### src/rtl/can_bus_pkg.sv
// Shared constants, default widths and the flip-injection state type
// for the CAN bus interconnect model.
package can_bus_pkg;

  localparam logic CAN_RECESSIVE = 1'b1;
  localparam logic CAN_DOMINANT  = 1'b0;

  localparam int NODES_DEF      = 3;
  localparam int DELAY_W_DEF    = 4;
  localparam int BIT_CNT_W_DEF  = 16;
  localparam int IDLE_BITS_DEF  = 11;
  localparam int STUCK_BITS_DEF = 32;
  localparam int EDGE_CNT_W_DEF = 16;

  typedef enum logic {FLIP_IDLE, FLIP_ACTIVE} flip_state_e;

  // A single node still needs a one-bit index field.
  function automatic int node_idx_w(input int nodes);
    return (nodes > 1) ? $clog2(nodes) : 1;
  endfunction

endpackage

### src/rtl/can_bus_interconnect_if.sv
// Controller-side lines of the interconnect: per-node TX/RX, node enables
// and the bit-flip injection handshake.
interface can_bus_interconnect_if
  import can_bus_pkg::*;
#(
  parameter int NODES = NODES_DEF
);
  localparam int NODE_W = node_idx_w(NODES);

  logic [NODES-1:0]  tx_i;
  logic [NODES-1:0]  rx_o;
  logic [NODES-1:0]  node_en_i;
  logic              inj_flip_valid_i;
  logic [NODE_W-1:0] inj_flip_node_i;
  logic              inj_flip_ready_o;

  modport master (
    output tx_i, node_en_i, inj_flip_valid_i, inj_flip_node_i,
    input  rx_o, inj_flip_ready_o
  );

  modport slave (
    input  tx_i, node_en_i, inj_flip_valid_i, inj_flip_node_i,
    output rx_o, inj_flip_ready_o
  );

endinterface

### src/rtl/can_bus_delay_line.sv
// One node's RX delay: a recessive-initialised shift register fed by the
// registered bus, with a tap selecting 0..2^DELAY_W-1 cycles of delay.
module can_bus_delay_line
  import can_bus_pkg::*;
#(
  parameter int DELAY_W = DELAY_W_DEF
) (
  input  logic               clk_i,
  input  logic               rst_i,
  input  logic               bus_i,
  input  logic [DELAY_W-1:0] delay_i,
  output logic               tap_o
);
  localparam int DEPTH = (1 << DELAY_W) - 1;

  logic [DEPTH-1:0] stage_q, stage_d;
  logic [DEPTH:0]   chain;

  // chain[0] is the undelayed bus, chain[d] the bus d cycles ago.
  always_comb begin
    chain   = {stage_q, bus_i};
    stage_d = chain[DEPTH-1:0];
    tap_o   = chain[delay_i];
  end

  always_ff @(posedge clk_i or posedge rst_i) begin
    if (rst_i) stage_q <= {DEPTH{CAN_RECESSIVE}};
    else       stage_q <= stage_d;
  end

endmodule

### src/rtl/can_bus_interconnect.sv
// N-node CAN bus model: wired-AND resolution with enables and dominant
// injection, per-node RX delay, bit-flip injection and bus supervision.
module can_bus_interconnect
  import can_bus_pkg::*;
#(
  parameter int NODES      = NODES_DEF,
  parameter int DELAY_W    = DELAY_W_DEF,
  parameter int BIT_CNT_W  = BIT_CNT_W_DEF,
  parameter int IDLE_BITS  = IDLE_BITS_DEF,
  parameter int STUCK_BITS = STUCK_BITS_DEF,
  parameter int EDGE_CNT_W = EDGE_CNT_W_DEF
) (
  input  logic                     clk_i,
  input  logic                     rst_i,
  can_bus_interconnect_if.slave    bus_if,
  input  logic [NODES*DELAY_W-1:0] delay_cfg_i,
  input  logic [BIT_CNT_W-1:0]     bit_time_i,
  input  logic                     inj_dom_i,
  output logic                     bus_o,
  output logic                     bus_idle_o,
  output logic                     stuck_dom_o,
  output logic [EDGE_CNT_W-1:0]    edge_cnt_o
);
  localparam int NODE_W = node_idx_w(NODES);
  localparam int REC_W  = $clog2(IDLE_BITS + 1);
  localparam int DOM_W  = $clog2(STUCK_BITS + 1);

  logic                  bus_q, bus_d, bus_prev_q, bus_prev_d;
  flip_state_e           state_q, state_d;
  logic [NODE_W-1:0]     flip_node_q, flip_node_d;
  logic [BIT_CNT_W-1:0]  flip_cnt_q, flip_cnt_d;
  logic [BIT_CNT_W-1:0]  cyc_q, cyc_d;
  logic [REC_W-1:0]      rec_q, rec_d;
  logic [DOM_W-1:0]      dom_q, dom_d;
  logic [EDGE_CNT_W-1:0] edge_q, edge_d;

  logic [BIT_CNT_W-1:0] bt_eff;
  logic [BIT_CNT_W:0]   cyc_nxt;
  logic                 bus_chg, bus_fall, tick, flip_ready;
  logic [NODES-1:0]     tap, rx;

  assign bt_eff = (bit_time_i == '0) ? BIT_CNT_W'(1) : bit_time_i;

  always_comb begin
    bus_d      = (&(bus_if.tx_i | ~bus_if.node_en_i)) & ~inj_dom_i;
    bus_prev_d = bus_q;
  end

  for (genvar n = 0; n < NODES; n++) begin : g_node
    can_bus_delay_line #(.DELAY_W(DELAY_W)) u_delay (
      .clk_i   (clk_i),
      .rst_i   (rst_i),
      .bus_i   (bus_q),
      .delay_i (delay_cfg_i[n*DELAY_W +: DELAY_W]),
      .tap_o   (tap[n])
    );
  end

  always_comb begin
    state_d     = state_q;
    flip_node_d = flip_node_q;
    flip_cnt_d  = flip_cnt_q;
    flip_ready  = 1'b0;
    case (state_q)
      FLIP_IDLE: begin
        flip_ready = 1'b1;
        if (bus_if.inj_flip_valid_i) begin
          flip_node_d = bus_if.inj_flip_node_i;
          flip_cnt_d  = bt_eff;
          state_d     = FLIP_ACTIVE;
        end
      end
      FLIP_ACTIVE: begin
        flip_cnt_d = flip_cnt_q - BIT_CNT_W'(1);
        if (flip_cnt_q <= BIT_CNT_W'(1)) state_d = FLIP_IDLE;
      end
      default: state_d = FLIP_IDLE;
    endcase
  end

  // An out-of-range flip target matches no node and so inverts nothing.
  always_comb begin
    rx = tap;
    for (int n = 0; n < NODES; n++) begin
      if (state_q == FLIP_ACTIVE && flip_node_q == NODE_W'(n)) rx[n] = ~tap[n];
    end
  end

  always_comb begin
    bus_chg  = bus_q ^ bus_prev_q;
    bus_fall = (bus_prev_q == CAN_RECESSIVE) && (bus_q == CAN_DOMINANT);
    cyc_nxt  = {1'b0, cyc_q} + {{BIT_CNT_W{1'b0}}, 1'b1};
    tick     = cyc_nxt >= {1'b0, bt_eff};
    cyc_d    = cyc_nxt[BIT_CNT_W-1:0];
    rec_d    = rec_q;
    dom_d    = dom_q;
    edge_d   = edge_q + {{(EDGE_CNT_W-1){1'b0}}, bus_fall};
    // A level change restarts bit timing and outranks a coincident tick.
    if (bus_chg) begin
      cyc_d = '0;
      if (bus_q == CAN_RECESSIVE) dom_d = '0;
      else                        rec_d = '0;
    end else if (tick) begin
      cyc_d = '0;
      if (bus_q == CAN_RECESSIVE) begin
        if (rec_q != REC_W'(IDLE_BITS)) rec_d = rec_q + REC_W'(1);
      end else begin
        if (dom_q != DOM_W'(STUCK_BITS)) dom_d = dom_q + DOM_W'(1);
      end
    end
  end

  always_ff @(posedge clk_i or posedge rst_i) begin
    if (rst_i) begin
      bus_q       <= CAN_RECESSIVE;
      bus_prev_q  <= CAN_RECESSIVE;
      state_q     <= FLIP_IDLE;
      flip_node_q <= '0;
      flip_cnt_q  <= '0;
      cyc_q       <= '0;
      rec_q       <= '0;
      dom_q       <= '0;
      edge_q      <= '0;
    end else begin
      bus_q       <= bus_d;
      bus_prev_q  <= bus_prev_d;
      state_q     <= state_d;
      flip_node_q <= flip_node_d;
      flip_cnt_q  <= flip_cnt_d;
      cyc_q       <= cyc_d;
      rec_q       <= rec_d;
      dom_q       <= dom_d;
      edge_q      <= edge_d;
    end
  end

  assign bus_if.rx_o             = rx;
  assign bus_if.inj_flip_ready_o = flip_ready;
  assign bus_o       = bus_q;
  assign bus_idle_o  = (rec_q == REC_W'(IDLE_BITS));
  assign stuck_dom_o = (dom_q == DOM_W'(STUCK_BITS));
  assign edge_cnt_o  = edge_q;

endmodule

### src/flat_wrapper.sv
// flat-port wrapper written by rule: the top's interface ports become plain ports
module can_bus_interconnect_flat import can_bus_pkg::*;
#(
  parameter int NODES      = NODES_DEF,
  parameter int DELAY_W    = DELAY_W_DEF,
  parameter int BIT_CNT_W  = BIT_CNT_W_DEF,
  parameter int IDLE_BITS  = IDLE_BITS_DEF,
  parameter int STUCK_BITS = STUCK_BITS_DEF,
  parameter int EDGE_CNT_W = EDGE_CNT_W_DEF
)
  (clk_i, rst_i, delay_cfg_i, bit_time_i, inj_dom_i, bus_o, bus_idle_o, stuck_dom_o, edge_cnt_o, bus_if_tx_i, bus_if_node_en_i, bus_if_inj_flip_valid_i, bus_if_inj_flip_node_i, bus_if_rx_o, bus_if_inj_flip_ready_o);
  can_bus_interconnect_if #(.NODES(NODES)) bus_if_i ();
  input  logic clk_i;
  input  logic rst_i;
  input  logic [NODES*DELAY_W-1:0] delay_cfg_i;
  input  logic [BIT_CNT_W-1:0] bit_time_i;
  input  logic inj_dom_i;
  output logic bus_o;
  output logic bus_idle_o;
  output logic stuck_dom_o;
  output logic [EDGE_CNT_W-1:0] edge_cnt_o;
  input wire logic [$bits(bus_if_i.tx_i)-1:0] bus_if_tx_i;
  input wire logic [$bits(bus_if_i.node_en_i)-1:0] bus_if_node_en_i;
  input wire logic [$bits(bus_if_i.inj_flip_valid_i)-1:0] bus_if_inj_flip_valid_i;
  input wire logic [$bits(bus_if_i.inj_flip_node_i)-1:0] bus_if_inj_flip_node_i;
  output wire logic [$bits(bus_if_i.rx_o)-1:0] bus_if_rx_o;
  output wire logic [$bits(bus_if_i.inj_flip_ready_o)-1:0] bus_if_inj_flip_ready_o;
  assign bus_if_i.tx_i = bus_if_tx_i;
  assign bus_if_i.node_en_i = bus_if_node_en_i;
  assign bus_if_i.inj_flip_valid_i = bus_if_inj_flip_valid_i;
  assign bus_if_i.inj_flip_node_i = bus_if_inj_flip_node_i;
  assign bus_if_rx_o = bus_if_i.rx_o;
  assign bus_if_inj_flip_ready_o = bus_if_i.inj_flip_ready_o;
  can_bus_interconnect #(.NODES(NODES), .DELAY_W(DELAY_W), .BIT_CNT_W(BIT_CNT_W), .IDLE_BITS(IDLE_BITS), .STUCK_BITS(STUCK_BITS), .EDGE_CNT_W(EDGE_CNT_W)) u_core (.clk_i(clk_i), .rst_i(rst_i), .bus_if(bus_if_i), .delay_cfg_i(delay_cfg_i), .bit_time_i(bit_time_i), .inj_dom_i(inj_dom_i), .bus_o(bus_o), .bus_idle_o(bus_idle_o), .stuck_dom_o(stuck_dom_o), .edge_cnt_o(edge_cnt_o));
endmodule
### config.mk
export PLATFORM = sky130hd
export DESIGN_NAME = can_bus_interconnect_flat
export DESIGN_NICKNAME = d
export VERILOG_FILES = /design/src/rtl/can_bus_pkg.sv /design/src/rtl/can_bus_interconnect_if.sv /design/src/rtl/can_bus_delay_line.sv /design/src/rtl/can_bus_interconnect.sv /design/src/flat_wrapper.sv
export SDC_FILE = /design/constraint.sdc
export NUM_CORES = 1
export LEC_CHECK = 0
export ABC_AREA = 1
export ABC_CLOCK_PERIOD_IN_PS = 2400
export BUFFER_PORTS_ARGS = -buffer_cell sky130_fd_sc_hd__buf_2
export CAP_MARGIN = 20
export CORE_ASPECT_RATIO = 0.75
export CORE_MARGIN = 4
export CORE_UTILIZATION = 45
export DETAILED_ROUTE_END_ITERATION = 7
export GPL_ROUTABILITY_DRIVEN = 1
export HOLD_SLACK_MARGIN = 0.03
export PLACE_DENSITY = 0.74
export SLEW_MARGIN = 10
export SYNTH_ARGS = -nofsm -noshare
export SYNTH_HDL_FRONTEND = slang
export SYNTH_HIERARCHICAL = 1
export SYNTH_SLANG_ARGS = --single-unit
### constraint.sdc
create_clock -name clk_i -period 2.4 [get_ports clk_i]
set_input_delay 0.24 -clock clk_i [delete_from_list [all_inputs] [get_ports clk_i]]
set_output_delay 0.24 -clock clk_i [all_outputs]
set_load 0.05 [all_outputs]
### Word-level counts from Yosys, hierarchy flattened

Cells that the tools add are included.

* input port bits: 40
* output and inout port bits: 23
* bits in registers: 108
* word-level logic and storage cells: 84

* add/subtract/negate cells: 5
* reduce and logical (&&, ||, !) cells: 14
* $lt $le $gt $ge: 5
* equality and inequality tests: 10
* mux-type cells: 28
* bitwise gates (word level): 10

Operator list (count)
* two-way mux 16 bit: 4
* one-hot mux 16 bit (2 select lines): 1
* two-way mux 6 bit: 5
* two-way mux 4 bit: 5
* adder 16 x 1 -> 17 bit (second input constant): 1
* greater-or-equal comparator 17 x 16 -> 1 bit: 1
* adder 16 x 1 -> 16 bit: 1
* less-or-equal comparator 16 x 1 -> 1 bit (second input constant): 1
* zero test 16 bit: 1
* subtractor 16 x 1 -> 16 bit (second input constant): 1
* < comparator 4 x 5 -> 1 bit (second input constant): 3
* binary-select mux 1 bit (select 4 bit): 3
* two-way mux 1 bit: 9
* AND reduction 4 bit: 2
* nonzero test 2 bit: 4
* adder 6 x 1 -> 6 bit (second input constant): 1
* equality test 6 bit (second input constant): 1
* inequality test 2 bit (second input constant): 3
* inequality test 6 bit (second input constant): 1
* NOT 1 bit: 6
* adder 4 x 1 -> 4 bit (second input constant): 1
* equality test 4 bit (second input constant): 1
* logical AND 1 bit: 4
* inequality test 4 bit (second input constant): 1
* 11 further kinds: 11

### Longest topological paths before layout

Gate-level depths: netlist (run 1).

* depth in word-level cells: 5
* depth in mapped cells: 19
* gate-level depth less buffers: 19

### Modules after synthesis

The synthesis (run 1) kept the hierarchy.

By module, submodules not included
* can_bus_interconnect: sequential area each 1579.0 um^2, area an instance 3870.0 um^2, times used 1, cells an instance 465
* can_bus_delay_line: sequential area each 394.1 um^2, area an instance 638.1 um^2, times used 3, cells an instance 66

### Worst setup path after synthesis (run 1)

OpenSTA, ideal clock, no wires.

* path kind: reg-to-reg
* from: register u_core.cyc_q[0]
* to: register u_core.dom_q[0]
* cell stages (with the launch flop): 17
* period minus slack after synthesis: 2.612 ns
* path slack: -0.212 ns
* data arrival time: 2.495 ns
* buffers on the path: 1
* required time: 2.283 ns
* setup time: 0.117 ns
* path through: dfrtp_1 -> nand3_1 -> nor2_1 -> nand3_1 -> nor2_1 -> nand2_1 -> nor2_1 -> xnor2_1 -> inv_1 -> ha_1 -> nand3_1 -> a21oi_1 -> nor2_1 -> nand4_4 -> buf_6 -> nand4_1 -> nand2_1

* word-level cells in the longest chain between the ends: 4

Ends and longest elaborated chain
* from (decl): RTL line can_bus_interconnect.sv:32 `logic [BIT_CNT_W-1:0] cyc_q, cyc_d;`
* from (signal assigned): RTL line can_bus_interconnect.sv:130 `cyc_q <= cyc_d;`
* adder 16 x 1 -> 17 bit: RTL line can_bus_interconnect.sv:92 `cyc_nxt = {1'b0, cyc_q} + {{BIT_CNT_W{1'b0}}, 1'b1};`
* greater-or-equal comparator 17 x 16 -> 1 bit: RTL line can_bus_interconnect.sv:93 `tick = cyc_nxt >= {1'b0, bt_eff};`
* nonzero test 2 bit (no source line)
* AND reduction 4 bit (no source line)
* to (signal assigned): RTL line can_bus_interconnect.sv:132 `dom_q <= dom_d;`
* to (decl): RTL line can_bus_interconnect.sv:34 `logic [DOM_W-1:0] dom_q, dom_d;`

Every way passes these cells.
A chain may end at the register's enable or synchronous reset.

### Worst setup path in the final report (run 1)

* from: register u_core.cyc_q[0]
* to: register u_core.dom_q[4]

The elaborated chain is that of the path after synthesis.

==> results of run 1 <==
==> timing repair <==
| item | in CTS | in global routing |
|---|---|---|
| endpoints found under the hold margin | 22 | 0 |
| gates resized for setup | 25 | 44 |
| endpoints found under the setup margin | 26 | 27 |
| hold buffers | 2 | 0 |
| pin swaps | 25 | 30 |
| gates cloned | 1 | 0 |
| setup buffers | 11 | 6 |
==> worst reg2reg max path, stage by stage (launching register included) <==
cell and delay, ns:
sky130_fd_sc_hd__dfrtp_2 0.44, sky130_fd_sc_hd__nand3_4 0.10, sky130_fd_sc_hd__nor2_4 0.15, sky130_fd_sc_hd__nand3_4 0.10, sky130_fd_sc_hd__nor2_4 0.19, sky130_fd_sc_hd__nand2_4 0.10, sky130_fd_sc_hd__nor2_4 0.11, sky130_fd_sc_hd__xnor2_2 0.14
sky130_fd_sc_hd__inv_2 0.08, sky130_fd_sc_hd__ha_4 0.28, sky130_fd_sc_hd__nand2_2 0.05, sky130_fd_sc_hd__nor2_1 0.10, sky130_fd_sc_hd__nand2_1 0.08, sky130_fd_sc_hd__o21ai_2 0.18, sky130_fd_sc_hd__nand2_2 0.13, sky130_fd_sc_hd__nand3_4 0.15
sky130_fd_sc_hd__nand2_4 0.10, sky130_fd_sc_hd__nand3_4 0.13, sky130_fd_sc_hd__nand2_2 0.07, sky130_fd_sc_hd__nand2_1 0.08
==> final timing paths <==
| path | endpoint | slack [ns] | cells past startpoint |
|---|---|---|---|
| max in group asynchronous | u_core/bus_prev_q | 1.21 | 4 |
| max reg2reg | u_core/dom_q[4] | -0.43 | 19 |
| min | u_core/bus_o | 0.07 | 2 |
| max | u_core/dom_q[4] | -0.43 | 19 |
| min reg2reg | u_core/g_node[0].u_delay/stage_q[13] | 0.36 | 0 |
| min in group asynchronous | u_core/cyc_q[6] | 0.53 | 3 |
==> cells in the mapped netlist <==
cell type | count | area share (%)
sky130_fd_sc_hd__a211oi_1 | 1 | 0.13
sky130_fd_sc_hd__a21o_1 | 1 | 0.13
sky130_fd_sc_hd__a21oi_1 | 13 | 1.1
sky130_fd_sc_hd__a31oi_1 | 1 | 0.11
sky130_fd_sc_hd__a41o_1 | 1 | 0.17
sky130_fd_sc_hd__and3_1 | 1 | 0.11
sky130_fd_sc_hd__buf_6 | 4 | 0.78
sky130_fd_sc_hd__clkbuf_1 | 3 | 0.19
sky130_fd_sc_hd__clkinv_1 | 1 | 0.065
sky130_fd_sc_hd__dfrtp_1 | 61 | 26
sky130_fd_sc_hd__dfstp_2 | 47 | 21
sky130_fd_sc_hd__ha_1 | 26 | 5.6
sky130_fd_sc_hd__inv_1 | 122 | 7.9
sky130_fd_sc_hd__inv_2 | 1 | 0.065
sky130_fd_sc_hd__inv_8 | 3 | 0.58
sky130_fd_sc_hd__nand2_1 | 123 | 8.0
sky130_fd_sc_hd__nand2_2 | 21 | 2.3
sky130_fd_sc_hd__nand2_4 | 1 | 0.19
sky130_fd_sc_hd__nand3_1 | 64 | 5.5
sky130_fd_sc_hd__nand3_2 | 6 | 1.0
sky130_fd_sc_hd__nand3_4 | 2 | 0.61
sky130_fd_sc_hd__nand4_1 | 14 | 1.5
sky130_fd_sc_hd__nand4_4 | 1 | 0.37
sky130_fd_sc_hd__nor2_1 | 50 | 3.2
sky130_fd_sc_hd__nor2_2 | 2 | 0.22
sky130_fd_sc_hd__nor2_4 | 2 | 0.39
sky130_fd_sc_hd__nor3_1 | 6 | 0.52
sky130_fd_sc_hd__nor3_2 | 4 | 0.69
sky130_fd_sc_hd__nor3b_1 | 7 | 0.91
sky130_fd_sc_hd__nor3b_2 | 1 | 0.22
sky130_fd_sc_hd__nor4_1 | 2 | 0.22
sky130_fd_sc_hd__o211ai_1 | 3 | 0.39
sky130_fd_sc_hd__o21a_1 | 1 | 0.13
sky130_fd_sc_hd__o21ai_0 | 12 | 1.0
sky130_fd_sc_hd__o21ai_1 | 5 | 0.43
sky130_fd_sc_hd__o21bai_1 | 2 | 0.26
sky130_fd_sc_hd__o221ai_1 | 11 | 1.7
sky130_fd_sc_hd__o22ai_1 | 1 | 0.11
sky130_fd_sc_hd__o311ai_0 | 3 | 0.45
sky130_fd_sc_hd__or2_2 | 3 | 0.32
sky130_fd_sc_hd__xnor2_1 | 11 | 1.7
sky130_fd_sc_hd__xor2_1 | 19 | 2.9
==> layout make-up <==
type / count / area share [%]
inverter: 127 / 6.77
clock buffer: 11 / 3.44
timing repair buffer: 125 / 11.2
multi-input combinational: 422 / 37.8
sequential: 108 / 37.5
tap: 166 / 2.82
clock inverter: 5 / 0.577
==> where the power goes <==
| part | switching (uW) | internal (uW) |
|---|---|---|
| clock network | 673 | 780 |
| registers | 248 | 2110 |
| logic | 823 | 505 |
==> logic make-up after synthesis <==
family          synth area share [%]
buf+inv                         9.60
fa+ha+maj                       5.62
flops                           47.7
xor+xnor                        4.54
simple gates                    26.3
compound gates                  6.14
==> routing by layer <==
| layer | up-vias | wire length [um] | track usage [%] |
|---|---|---|---|
| met4 | 2 | 172 | 4.05 |
| met3 | 14 | 791 | 3.96 |
| met5 | - | 13 | 0 |
| met1 | 2278 | 6520 | 26.9 |
| met2 | 137 | 6380 | 27.1 |
| li1 | 2394 | - | - |
==> state kept, by name, indices dropped and copies added, names as in the netlist <==
register                       flops
u_core/bus_o                       1
u_core/bus_prev_q                  1
u_core/cyc_q                      16
u_core/dom_q                       6
u_core/edge_cnt_o                 16
u_core/flip_cnt_q                 16
u_core/flip_node_q                 2
u_core/g_node.u_delay/stage_q     45
u_core/rec_q                       4
u_core/state_q                     1
==> stage by stage <==
| stage | total power [uW] | std cells | hold WS [ns] |
|---|---|---|---|
| 3_5_place_dp | 3570 | 928 | 0.356 |
| 4_1_cts | 5080 | 958 | 0.0645 |
| 5_1_grt | 5450 | 964 | 0.0664 |
| 2_1_floorplan | 3200 | 663 | 0.278 |
| 3_3_place_gp | 3550 | 928 | 0.350 |
| 6_report | 5140 | 964 | 0.0707 |
==> placed cells by master (no fill, tap or decap), types with 6 or more instances in the layout <==
| master | count |
|---|---|
| sky130_fd_sc_hd__a21oi_1 | 11 |
| sky130_fd_sc_hd__nand3_2 | 11 |
| sky130_fd_sc_hd__nor2_2 | 8 |
| sky130_fd_sc_hd__clkbuf_16 | 10 |
| sky130_fd_sc_hd__o221ai_1 | 11 |
| sky130_fd_sc_hd__dfstp_2 | 47 |
| sky130_fd_sc_hd__buf_4 | 54 |
| sky130_fd_sc_hd__inv_1 | 117 |
| sky130_fd_sc_hd__dfrtp_1 | 59 |
| sky130_fd_sc_hd__o21ai_0 | 11 |
| sky130_fd_sc_hd__xnor2_1 | 8 |
| sky130_fd_sc_hd__buf_2 | 62 |
| sky130_fd_sc_hd__nor3b_2 | 7 |
| sky130_fd_sc_hd__nor2_4 | 9 |
| sky130_fd_sc_hd__nand3_1 | 57 |
| sky130_fd_sc_hd__nand2_2 | 27 |
| sky130_fd_sc_hd__nor2_1 | 37 |
| sky130_fd_sc_hd__buf_6 | 6 |
| sky130_fd_sc_hd__ha_1 | 22 |
| sky130_fd_sc_hd__xor2_1 | 19 |
| sky130_fd_sc_hd__inv_2 | 6 |
| sky130_fd_sc_hd__nand4_1 | 14 |
| sky130_fd_sc_hd__nand2_1 | 113 |
==> results by stage, run 1 <==
Route:
- The detailed router's first-iteration violation count is 250.
- The final route contains 4825 vias.
- The count of nets left with antenna violations once routing finished came out at 0.
- The wire length after detailed routing is 13900 um.
- For this run, design rule violations remaining after detail routing come to 0.
- In the routed layout, each cell is associated on average with a via count of around 5.
- The routed length per instance is 14.4 um.
- The pre-antenna-repair detailed-routing pass consisted of 7 iterations.

Setup path:
- For the worst setup path, the data required time is around 2.7 ns.
- The buffering stage count on the worst path with inverters included is 1.
- The startpoint identified for the worst register-to-register timing path is u_core/cyc_q[0].
- The critical path goes through nand3_4, nor2_4, nand3_4, nor2_4, nand2_4, nor2_4, xnor2_2, inv_2, ha_4, nand2_2, nor2_1, nand2_1, o21ai_2, nand2_2, nand3_4, nand2_4, nand3_4, nand2_2, nand2_1.
- The largest individual stage delay along the critical path comes from the cell sky130_fd_sc_hd__dfrtp_2.
- Among cell families on the critical path, the largest total delay comes from simple AND/OR/NAND/NOR gates.
- The worst setup path is of the flop to flop kind.
- STA classifies the critical path startpoint as a flop.
- The most repeated library cell on the critical path is sky130_fd_sc_hd__nand3_4.
- The critical path launch point is u_core/cyc_q[0].
- The critical path arrival is roughly 3.1 ns.
- Of all nets on the critical path, the largest fanout is 7.
- The largest single stage delay on the critical path is 0.44 ns.
- The critical path endpoint category is a flop.

STA:
- Measured against its own limit, the worst slew margin works out to between 50% and 60%.
- The final count of hold timing violations was 0.
- Setup repair after global routing could not meet its margin everywhere.
- The final count of pins violating max slew is 0.
- The worst path uses 118% of the clock period.
- The highest clock rate is 353 MHz.
- For the finished layout, the period the worst path requires is approximately 2.8 ns.
- In the final timing run, aggregate negative setup slack is -9.59 ns.
- The actual transition at the worst max-transition pin is 0.615 ns.
- The number of failing setup endpoints in the final timing report is 26.
- Between clock sinks in the finished design, the worst skew comes to 0.00951 ns.
- The minimum setup slack in the final design is -0.434 ns.

Outcome:
- The run finished, with violations left.
- The final reports fail on setup timing.

Placed design:
- At the placement stage, the worst setup path has a slack of -0.336 ns.
- Summing all placed instances gives a cell area of 0.00663 sq mm.
- During placement, the flow inserted port buffers numbering 62.
- At the end of routability-driven placement, the weighted congestion stood at around 0.94.
- The half-perimeter wire length after placement is 9560 um.

Clocking:
- The number of buffers between clock root and the deepest sink is 2.
- For the worst-skew pair, the clock arrives at the later sink with an insertion delay of around 0.34 ns.
- The number of H-tree levels is 3.
- Clock tree synthesis inserted a total of 9 buffers.
- TritonCTS built the clock tree.
- The buffer cell driving the clock tree root is sky130_fd_sc_hd__clkbuf_16.
- For this design, the sink count on the clock tree is around 110.
- Clock-pin slew was measured on the worst setup and hold paths at around 0.080 ns.

Yosys:
- Counting flops and latches in the post-synthesis netlist gives 108.
- The area of the mapped netlist is approximately 0.0058 sq mm.
- The number of nets in the synthesized netlist is roughly 730.
- The count of unique library cells instantiated by Yosys is 42.
- A synthesized cell averages 8.72 sq um.
- The Yosys step of the flow raised 6 warnings.
- The synthesized instance count is 663.
- The sequential share of the synthesized area is about 48%.

Min path:
- The start point of the worst hold path is bus_if_node_en_i[0].
- The min-delay analysis places its worst path in the category primary input to flop.

GRT:
- For this run, the total global-route usage over all layers was measured as 18.1%.
- The initial antenna violation count is 1.
- For this run the aggregate overflow at the end of global routing stands at 0.
- The via count of the first global-routing pass came to 4508.
- The global-route wire length before repair is 21900 um.
- The pin count of the biggest net entering global routing is 43.

Final layout:
- The register cell area after layout is between 0.002 and 0.003 sq mm.
- Cells fill 59.3% of the core in the end.
- The layout net count is between 800 and 900.
- The fraction of final layout cells sized beyond drive strength 1 is 36.2%.
- The antenna diode count is 0.
- The post-synthesis to final-layout area growth is 27.5%.
- The number of fillers in the final layout is 1070.
- The finished cells cover 0.00737 sq mm.
- The multi-input gate area in the final layout is 0.00278 sq mm.

Floorplan:
- The area of the core is 0.0124 sq mm.
- The I/O pin count is 63.
- The row count is 35.
- The die covers around 0.015 sq mm.
- The effective utilization at floorplan is 46.5%.
- The chip width is 139 um.
- The height of the die is between 100 and 150 um.

Pwr:
- The worst-case IR drop observed on VDD is 405 uV.
- The leakage power is 0.00371 uW.
- Power spread over the standard cell area amounts to 697 mW/mm^2.

Run:
- The max-capacitance violation count is 0.
Note: power is estimated with default switching activity, not from simulation.
==> run 2, diff against run 1 <==
--- a/config.mk
+++ b/config.mk
@@ -9,13 +9,15 @@
 export ABC_CLOCK_PERIOD_IN_PS = 2400
 export BUFFER_PORTS_ARGS = -buffer_cell sky130_fd_sc_hd__buf_2
 export CAP_MARGIN = 20
+export CELL_PAD_IN_SITES_DETAIL_PLACEMENT = 0
+export CELL_PAD_IN_SITES_GLOBAL_PLACEMENT = 2
 export CORE_ASPECT_RATIO = 0.75
 export CORE_MARGIN = 4
-export CORE_UTILIZATION = 45
+export CORE_UTILIZATION = 33
 export DETAILED_ROUTE_END_ITERATION = 7
 export GPL_ROUTABILITY_DRIVEN = 1
 export HOLD_SLACK_MARGIN = 0.03
-export PLACE_DENSITY = 0.74
+export PLACE_DENSITY = 0.85
 export SLEW_MARGIN = 10
 export SYNTH_ARGS = -nofsm -noshare
 export SYNTH_HDL_FRONTEND = slang
==> results by stage, run 2 (synthesis gave the netlist of run 1 again) <==
Pwr:
- The worst voltage drop across the vdd grid is 316 uV (was 405 uV).
- The cell area power density is 689 mW/mm^2 (was 697 mW/mm^2).
- The leakage power is 0.00359 uW (was 0.00371 uW).
- The total power draw is 5040 uW (was 5140 uW).

Setup path:
- The required time of the critical path is 2.64 ns (was 2.67 ns).
- The largest driver fanout on the critical path is 6 (was 7).
- The buffering stage count on the worst path with inverters included is 1 (unchanged).
- The startpoint-to-endpoint class of the critical path was flop to flop (unchanged).
- The slowest stage cell on the critical path is sky130_fd_sc_hd__dfrtp_1 (was sky130_fd_sc_hd__dfrtp_2).
- The delay of the slowest critical-path stage was 0.41 ns (was 0.44 ns).
- The type of element launching the critical path is a flop (unchanged).
- List of cells traversed by the critical path: nand3_2, nor2_4, nand3_2, nor2_4, nand2_4, nor2_4, xnor2_2, inv_2, ha_4, nand3_4, nor3_2, o21a_1, nand2_4, nand4_4, nand3_4, nand2_1, nand2_1 (was nand3_4, nor2_4, nand3_4, nor2_4, nand2_4, nor2_4, xnor2_2, inv_2, ha_4, nand2_2, nor2_1, nand2_1, o21ai_2, nand2_2, nand3_4, nand2_4, nand3_4, nand2_2, nand2_1).
- The most repeated library cell on the critical path is sky130_fd_sc_hd__nor2_4 (was sky130_fd_sc_hd__nand3_4).
- The critical path arrival came to 2.96 ns (was 3.11 ns).
- The critical path endpoint category is a flop (unchanged).
- The cell type group with the largest total delay on the critical path is simple AND/OR/NAND/NOR gates (unchanged).

Route:
- The wire length after detailed routing is 14100 um (was 13900 um).
- The count of TritonRoute iterations in the first routing pass came to 4 (was 7).
- The number of remaining DRC errors is 0 (unchanged).
- The routed length per instance was 13.9 um (was 14.4 um).
- The per-cell via count in the routed design was 4.64 (was 5.01).
- The total via count after detailed routing is 4708 (was 4825).
- The count of antenna-violating nets left after detailed routing came to 0 (unchanged).
- The detailed router's first-iteration violation count was 328 (was 250).

Final layout:
- The layout net count was 840 (was 859).
- The antenna diode count is 0 (unchanged).
- Most frequent cells in the layout: sky130_fd_sc_hd__inv_1 (117), sky130_fd_sc_hd__nand2_1 (110), sky130_fd_sc_hd__buf_2 (62), sky130_fd_sc_hd__dfrtp_1 (61), sky130_fd_sc_hd__nand3_1 (60) (was sky130_fd_sc_hd__inv_1 (117), sky130_fd_sc_hd__nand2_1 (113), sky130_fd_sc_hd__buf_2 (62), sky130_fd_sc_hd__dfrtp_1 (59), sky130_fd_sc_hd__nand3_1 (57)).
- The post-synthesis to final-layout area growth is 26.4% (was 27.5%).
- The number of fillers in the final layout is 1712 (was 1070).
- The top register by number of flip-flops was u_core/g_node.u_delay/stage_q (unchanged).
- The flip-flop count of the largest register after layout is 45 (unchanged).
- The final cell count without fillers is 1015 (was 964).
- The fraction of final layout cells sized beyond drive strength 1 was 34.9% (was 36.2%).
- The leading cell type in the layout, fill and taps excluded is sky130_fd_sc_hd__inv_1 (unchanged).

Min path:
- The type of the most critical hold path is primary input to asynchronous set/reset pin (was primary input to flop).

STA:
- The actual transition at the worst max-transition pin is 0.712 ns (was 0.615 ns).
- The minimum clock period after layout came to 2.72 ns (was 2.83 ns).
- Setup repair after global routing missed its margin: true (unchanged).
- The final count of hold timing violations was 0 (unchanged).
- The minimum setup slack in the final design is -0.322 ns (was -0.434 ns).
- The number of failing setup endpoints in the final timing report is 26 (unchanged).
- The final count of pins violating max slew is 0 (unchanged).
- The final cycle utilization of the critical path is 113% (was 118%).
- The relative slew slack is 52.5% (was 59.0%).
- The setup skew after layout is 0.00923 ns (was 0.00951 ns).
- The highest clock rate came to 367 MHz (was 353 MHz).

Placed design:
- The final weighted congestion of routability-driven global placement came to 0.834 (was 0.943).
- The placed instance count was 981 (was 928).
- The half-perimeter wire length after placement came to 10300 um (was 9560 um).
- The quantity of I/O buffers inserted on ports came to 62 (unchanged).

Clocking:
- The number of H-tree levels is 3 (unchanged).
- The latest clock arrival within the worst-skew pair is 0.36 ns (was 0.34 ns).
- The CTS tree is built (unchanged).
- The number of buffers between clock root and the deepest sink is 2 (unchanged).
- The sink count of the clock tree came to 108 (unchanged).
- The buffer cell driving the clock tree root is sky130_fd_sc_hd__clkbuf_16 (unchanged).
- The number of buffers added by the clock tree synthesis step is 9 (unchanged).
- The clock-pin slew of the registers on the worst-case setup and hold paths is 0.08 ns (about the same).

Run:
- The max-capacitance violation count came to 0 (unchanged).

Outcome:
- Status: finished, violations left (unchanged).
- Violations in the final reports: setup timing (unchanged).

GRT:
- The met1 demand-to-capacity share in global routing is 19.9% (was 26.9%).
- The via count of the first global-routing pass is 4742 (was 4508).
- The initial antenna violation count came to 0 (was 1).
- The most utilized layer in the global route result is met2 (unchanged).
- The all-layer global routing usage is 14.6% (was 18.1%).
- The met3 usage is 3.59% (was 3.96%).
- The pin count of the biggest net entering global routing came to 36 (was 43).
- The routing usage on met2 came to 23.3% (was 27.1%).
- The overall overflow remaining after global route is 0 (unchanged).
- The global-route wire length before repair is 23300 um (was 21900 um).

Floorplan:
- The row count is 41 (was 35).
- The chip width was 161 um (was 139 um).
- The effective utilization at floorplan is 34.0% (was 46.5%).
- The I/O pin count is 63 (unchanged).
- The height of the die is 123 um (was 106 um).
- The area of the core is 0.0170 sq mm (was 0.0124 sq mm).
- The die footprint was 0.0197 sq mm (was 0.0148 sq mm).
[run 2: stage by stage]
stage,hold slack [ns],worst slack (ns),utilization [%],setup TNS (ns),instance area (sq um)
floorplan,0.278,-0.0558,-,-0.533,5830
global placement,0.355,-0.254,38.7,-5.21,6590
detailed placement,0.356,-0.408,38.7,-8.39,6590
CTS,0.0517,-0.248,41.7,-5.15,7100
global route,0.0896,-0.480,42.9,-10.34,7310
finish,0.0393,-0.322,42.9,-6.56,7310
[run 2: worst register-to-register path, delay by kind of cell (launching register included)]
kind	cells	cell delay, ns
compound gates	1	0.18
xor+xnor	1	0.13
fa+ha+maj	1	0.28
buf+inv	1	0.07
flops	1	0.41
simple gates	13	1.54
[run 2: area by class of cell]
| class | instances | area [sq um] | area share, % |
|---|---|---|---|
| Clock buffer | 12 | 256 | 3.51 |
| Clock inverter | 4 | 28.8 | 0.394 |
| Inverter | 127 | 499 | 6.83 |
| Multi-Input combinational cell | 422 | 2800 | 38.3 |
| Sequential cell | 108 | 2760 | 37.8 |
| Tap cell | 236 | 295 | 4.04 |
| Timing Repair Buffer | 106 | 673 | 9.21 |
[run 2: path summary, 6_finish.rpt]
path,startpoint,endpoint,slack (ns),depth (start not counted)
max in group asynchronous,rst_i,u_core/bus_o,1.65,3
worst max-delay path,u_core/cyc_q[0],u_core/dom_q[3],-0.32,17
min in group clk_i,bus_if_inj_flip_node_i[1],u_core/flip_node_q[1],0.14,3
worst min-delay path,rst_i,u_core/flip_cnt_q[6],0.04,2
worst max register to register,u_core/cyc_q[0],u_core/dom_q[3],-0.32,17
worst min register to register,u_core/g_node[1].u_delay/stage_q[6],u_core/g_node[1].u_delay/stage_q[7],0.36,0
[run 2: layer usage]
metal | up-vias | wire (um)
met5 | - | 0
met4 | 0 | 223
met3 | 21 | 499
met2 | 82 | 6460
met1 | 2256 | 6910
li1 | 2349 | -
[run 2: what timing repair did]
item                                   4_1_cts  5_1_grt
setup endpoints to repair                   26       26
hold buffers                                 2        0
buffers inserted                             8        8
gates cloned                                 1        0
endpoints found under the hold margin        1        0
pin swaps                                   23       31
gates resized for setup                     30       40
[run 2: power by group]
group          internal, uW  switching (uW)
registers              2110             222
logic                   454             808
clock network           769             679
==> run 3, diff against run 2 <==
--- a/config.mk
+++ b/config.mk
@@ -13,7 +13,7 @@
 export CELL_PAD_IN_SITES_GLOBAL_PLACEMENT = 2
 export CORE_ASPECT_RATIO = 0.75
 export CORE_MARGIN = 4
-export CORE_UTILIZATION = 33
+export CORE_UTILIZATION = 31
 export DETAILED_ROUTE_END_ITERATION = 7
 export GPL_ROUTABILITY_DRIVEN = 1
 export HOLD_SLACK_MARGIN = 0.03
@@ -21,5 +21,4 @@
 export SLEW_MARGIN = 10
 export SYNTH_ARGS = -nofsm -noshare
 export SYNTH_HDL_FRONTEND = slang
-export SYNTH_HIERARCHICAL = 1
 export SYNTH_SLANG_ARGS = --single-unit
==> constraint.sdc (replaced) <==
create_clock -name clk_i -period 2.4 [get_ports clk_i]
set_input_delay 0.72 -clock clk_i [delete_from_list [all_inputs] [get_ports clk_i]]
set_output_delay 0.72 -clock clk_i [all_outputs]
set_load 0.05 [all_outputs]
==> results by stage, run 3 <==
Setup path:
- The critical path endpoint category is a flop (unchanged).
- The slowest stage cell on the critical path is sky130_fd_sc_hd__dfrtp_1 (unchanged).
- The most repeated library cell on the critical path is sky130_fd_sc_hd__nand2_1 (was sky130_fd_sc_hd__nor2_4).
- The delay of the slowest critical-path stage is 0.37 ns (was 0.41 ns).
- The required time of the critical path is 2.63 ns (was 2.64 ns).
- The type of element launching the critical path was a flop (unchanged).
- List of cells traversed by the critical path: nand3_1, nor2_2, nand2_2, nor3_4, nand2_1, nor2_1, xor2_1, inv_1, ha_4, nand3_2, nor3_2, nor3_1, nand2_1, inv_4, nand2_8, nand2_2, nand2_1, nand2_1 (was nand3_2, nor2_4, nand3_2, nor2_4, nand2_4, nor2_4, xnor2_2, inv_2, ha_4, nand3_4, nor3_2, o21a_1, nand2_4, nand4_4, nand3_4, nand2_1, nand2_1).
- The startpoint-to-endpoint class of the critical path is flop to flop (unchanged).
- The critical path arrival is 2.99 ns (was 2.96 ns).
- The largest driver fanout on the critical path came to 5 (was 6).

Route:
- The routed length per instance is 13.3 um (was 13.9 um).
- The per-cell via count in the routed design is 4.58 (was 4.64).
- The count of TritonRoute iterations in the first routing pass was 4 (unchanged).
- The wire length after detailed routing is 12300 um (was 14100 um).
- The total via count after detailed routing was 4253 (was 4708).
- The number of remaining DRC errors is 0 (unchanged).
- The detailed router's first-iteration violation count is 212 (was 328).
- The count of antenna-violating nets left after detailed routing is 0 (unchanged).

Floorplan:
- The effective utilization at floorplan came to 31.8% (was 34.0%).
- The row count was 38 (was 41).
- The I/O pin count came to 63 (unchanged).
- The die footprint is 0.0169 sq mm (was 0.0197 sq mm).
- The chip width is 149 um (was 161 um).
- The area of the core is 0.0145 sq mm (was 0.0170 sq mm).
- The height of the die came to 114 um (was 123 um).

Yosys:
- The synthesized instance count is 581 (was 663).
- Top post-synthesis cells by count: sky130_fd_sc_hd__nand2_1 (112), sky130_fd_sc_hd__inv_1 (95), sky130_fd_sc_hd__dfrtp_1 (61) (was sky130_fd_sc_hd__nand2_1 (123), sky130_fd_sc_hd__inv_1 (122), sky130_fd_sc_hd__nand3_1 (64)).
- The number of nets in the synthesized netlist is 646 (was 729).
- The number of synthesized flops with an enable pin came to 0 (unchanged).
- Ranking of synthesized cells by area: sky130_fd_sc_hd__dfrtp_1 (33%), sky130_fd_sc_hd__dfstp_2 (9.1%), sky130_fd_sc_hd__nand2_1 (9.1%) (was sky130_fd_sc_hd__dfrtp_1 (26%), sky130_fd_sc_hd__dfstp_2 (21%), sky130_fd_sc_hd__nand2_1 (8.0%)).
- The library cell with the largest summed area after synthesis is sky130_fd_sc_hd__dfrtp_1 (unchanged).
- The number of warnings printed during yosys synthesis was 0 (was 6).
- The sequential share of the synthesized area is 42.1% (was 47.7%).
- The count of unique library cells instantiated by Yosys is 41 (was 42).
- The post-synthesis register bit count was 77 (was 108).
- The area of the mapped netlist came to 0.00462 sq mm (was 0.00578 sq mm).
- The dominant register cell in the synthesized netlist is sky130_fd_sc_hd__dfrtp_1 (unchanged).
- The share of flip-flops with an asynchronous set or reset is 100% (unchanged).
- The most frequently used cell type in the post-synthesis netlist is sky130_fd_sc_hd__nand2_1 (unchanged).
- The mean instance size in the synthesized netlist was 7.96 sq um (was 8.72 sq um).
- The area share of the largest cell type after synthesis is 33.0% (was 26.4%).

Run:
- The max-capacitance violation count was 0 (unchanged).

GRT:
- The initial antenna violation count is 0 (unchanged).
- The all-layer global routing usage is 14.8% (was 14.6%).
- The pin count of the biggest net entering global routing is 78 (was 36).
- The via count of the first global-routing pass came to 4187 (was 4742).
- The global-route wire length before repair is 20300 um (was 23300 um).
- The overall overflow remaining after global route is 0 (unchanged).

STA:
- The setup skew after layout is 0.00887 ns (was 0.00923 ns).
- The number of failing setup endpoints in the final timing report is 29 (was 26).
- The final count of pins violating max slew is 0 (unchanged).
- The minimum clock period after layout is 2.76 ns (was 2.72 ns).
- The final count of hold timing violations is 0 (unchanged).
- The final-layout worst hold slack is 0.365 ns (was 0.0393 ns).
- The highest clock rate came to 363 MHz (was 367 MHz).
- The actual transition at the worst max-transition pin came to 0.470 ns (was 0.712 ns).
- The relative slew slack came to 68.6% (was 52.5%).
- The minimum setup slack in the final design is -0.357 ns (was -0.322 ns).
- Setup repair after global routing missed its margin: true (unchanged).
- The total negative slack was -8.95 ns (was -6.56 ns).
- The final cycle utilization of the critical path came to 115% (was 113%).

Final layout:
- The register cell area after layout came to 0.00195 sq mm (was 0.00276 sq mm).
- The multi-input gate area in the final layout is 0.00270 sq mm (was 0.00280 sq mm).
- The final cell utilization of the core is 45.3% (was 42.9%).
- The final cell count without fillers is 929 (was 1015).
- The antenna diode count came to 0 (unchanged).
- The post-synthesis to final-layout area growth is 42.5% (was 26.4%).
- The leading cell type in the layout, fill and taps excluded is sky130_fd_sc_hd__nand2_1 (was sky130_fd_sc_hd__inv_1).
- The fraction of final layout cells sized beyond drive strength 1 is 36.4% (was 34.9%).
- The layout net count is 789 (was 840).
- Most frequent cells in the layout: sky130_fd_sc_hd__nand2_1 (101), sky130_fd_sc_hd__inv_1 (87), sky130_fd_sc_hd__buf_4 (76), sky130_fd_sc_hd__dfrtp_1 (61), sky130_fd_sc_hd__buf_2 (55) (was sky130_fd_sc_hd__inv_1 (117), sky130_fd_sc_hd__nand2_1 (110), sky130_fd_sc_hd__buf_2 (62), sky130_fd_sc_hd__dfrtp_1 (61), sky130_fd_sc_hd__nand3_1 (60)).
- The number of fillers in the final layout is 1463 (was 1712).

Clocking:
- The number of buffers between clock root and the deepest sink is 2 (unchanged).
- The latest clock arrival within the worst-skew pair is 0.34 ns (was 0.36 ns).
- The number of H-tree levels is 3 (unchanged).
- The number of buffers added by the clock tree synthesis step is 9 (unchanged).
- The sink count of the clock tree is 77 (was 108).
- The CTS tree is built (unchanged).
- The clock-pin slew of the registers on the worst-case setup and hold paths was 0.06 ns (was 0.08 ns).
- The buffer cell driving the clock tree root is sky130_fd_sc_hd__clkbuf_16 (unchanged).

Pwr:
- The total power draw is 4680 uW (was 5040 uW).
- The worst voltage drop across the vdd grid is 314 uV (was 316 uV).
- The cell area power density is 710 mW/mm^2 (was 689 mW/mm^2).
- The leakage power was 0.00323 uW (was 0.00359 uW).

Placed design:
- The final weighted congestion of routability-driven global placement was 0.850 (was 0.834).
- The half-perimeter wire length after placement was 8900 um (was 10300 um).
- The quantity of I/O buffers inserted on ports came to 62 (unchanged).
- The placed instance count is 894 (was 981).

Outcome:
- Status: finished, violations left (unchanged).
- Violations in the final reports: setup timing (unchanged).

Min path:
- The type of the most critical hold path was flop to flop (was primary input to asynchronous set/reset pin).
run 3: cell types whose count changed after synthesis, sizes merged, moves of 11 or more:
cell    change
inv        -28
o21ai      +15
dfstp      -31
nand3      -31
o211ai     +11
nand2      -29
a21oi      +18
run 3: repair_timing:
item / 4_1_cts / 5_1_grt
buffers inserted: 10 / 5
endpoints found under the setup margin: 29 / 33
hold buffers: 0 / 0
pin swaps: 13 / 20
resized for setup: 44 / 59
gates cloned: 2 / 2
run 3: report_power, final:
part	internal (uW)	leakage, uW	total (uW)	switching (uW)
Clock	819	0.000144	1390	571
Combinational	604	0.00213	1460	854
Sequential	1560	0.000954	1830	272
Total	2980	0.00323	4680	1700
run 3: cells by family (layout without fill, tap and decap cells):
logic type	Yosys count	after routing	share of synthesized area, %
and+or+nand+nor	242	244	23.5
buffers and inverters	109	255	9.18
AOI/OAI and AO/OA	96	96	12.4
DFF	77	77	42.1
xor gates and xnor gates	32	32	6.06
adders and majority gates	25	25	6.77
run 3: worst max-delay path, delay by kind of cell (launching register included):
| kind | cells | cell delay [ns] |
|---|---|---|
| xor+xnor | 1 | 0.21 |
| fa+ha+maj | 1 | 0.29 |
| buf+inv | 2 | 0.18 |
| flops | 1 | 0.37 |
| simple gates | 14 | 1.61 |
run 3: worst paths after layout:
check / startpoint / endpoint / slack, ns / depth (start not counted)
max: u_core.cyc_q[0] / u_core.rec_q[0] / -0.36 / 18
min: u_core.g_node[0].u_delay.stage_q[10] / u_core.g_node[0].u_delay.stage_q[11] / 0.37 / 0
max reg2reg: u_core.cyc_q[0] / u_core.rec_q[0] / -0.36 / 18
min reg2reg: u_core.g_node[0].u_delay.stage_q[10] / u_core.g_node[0].u_delay.stage_q[11] / 0.37 / 0
max in group asynchronous: rst_i / u_core.g_node[0].u_delay.stage_q[14] / 1.57 / 3
min in group asynchronous: rst_i / u_core.edge_cnt_o[3] / 0.48 / 3
run 3: per-stage QoR:
step	setup WS (ns)	cell area [sq um]
floorplan	-0.232	4760
detailed placement	-0.434	5730
global placement	-0.367	5730
finish	-0.357	6590
global route	-0.582	6590
CTS	-0.318	6280
run 3: area by class of cell:
type                       instances  share of cell area (%)
sequential                        77                    29.6
timing repair buffer             140                    15.2
tap                              200                    3.80
clock inverter                     7                    1.25
multi-input combinational        397                    41.0
clock buffer                       9                    3.42
inverter                          99                    5.77
run 3: metal layers:
layer  routed length, um  up-vias  track usage, %  share of wire (%)
met4                 148        0            4.51                1.2
li1                    -     2192               -                  -
met2                5700       61            23.1                 46
met1                6100     1988            20.7                 49
met3                 402       12            3.14                3.3
met5                   0        -               0                  0
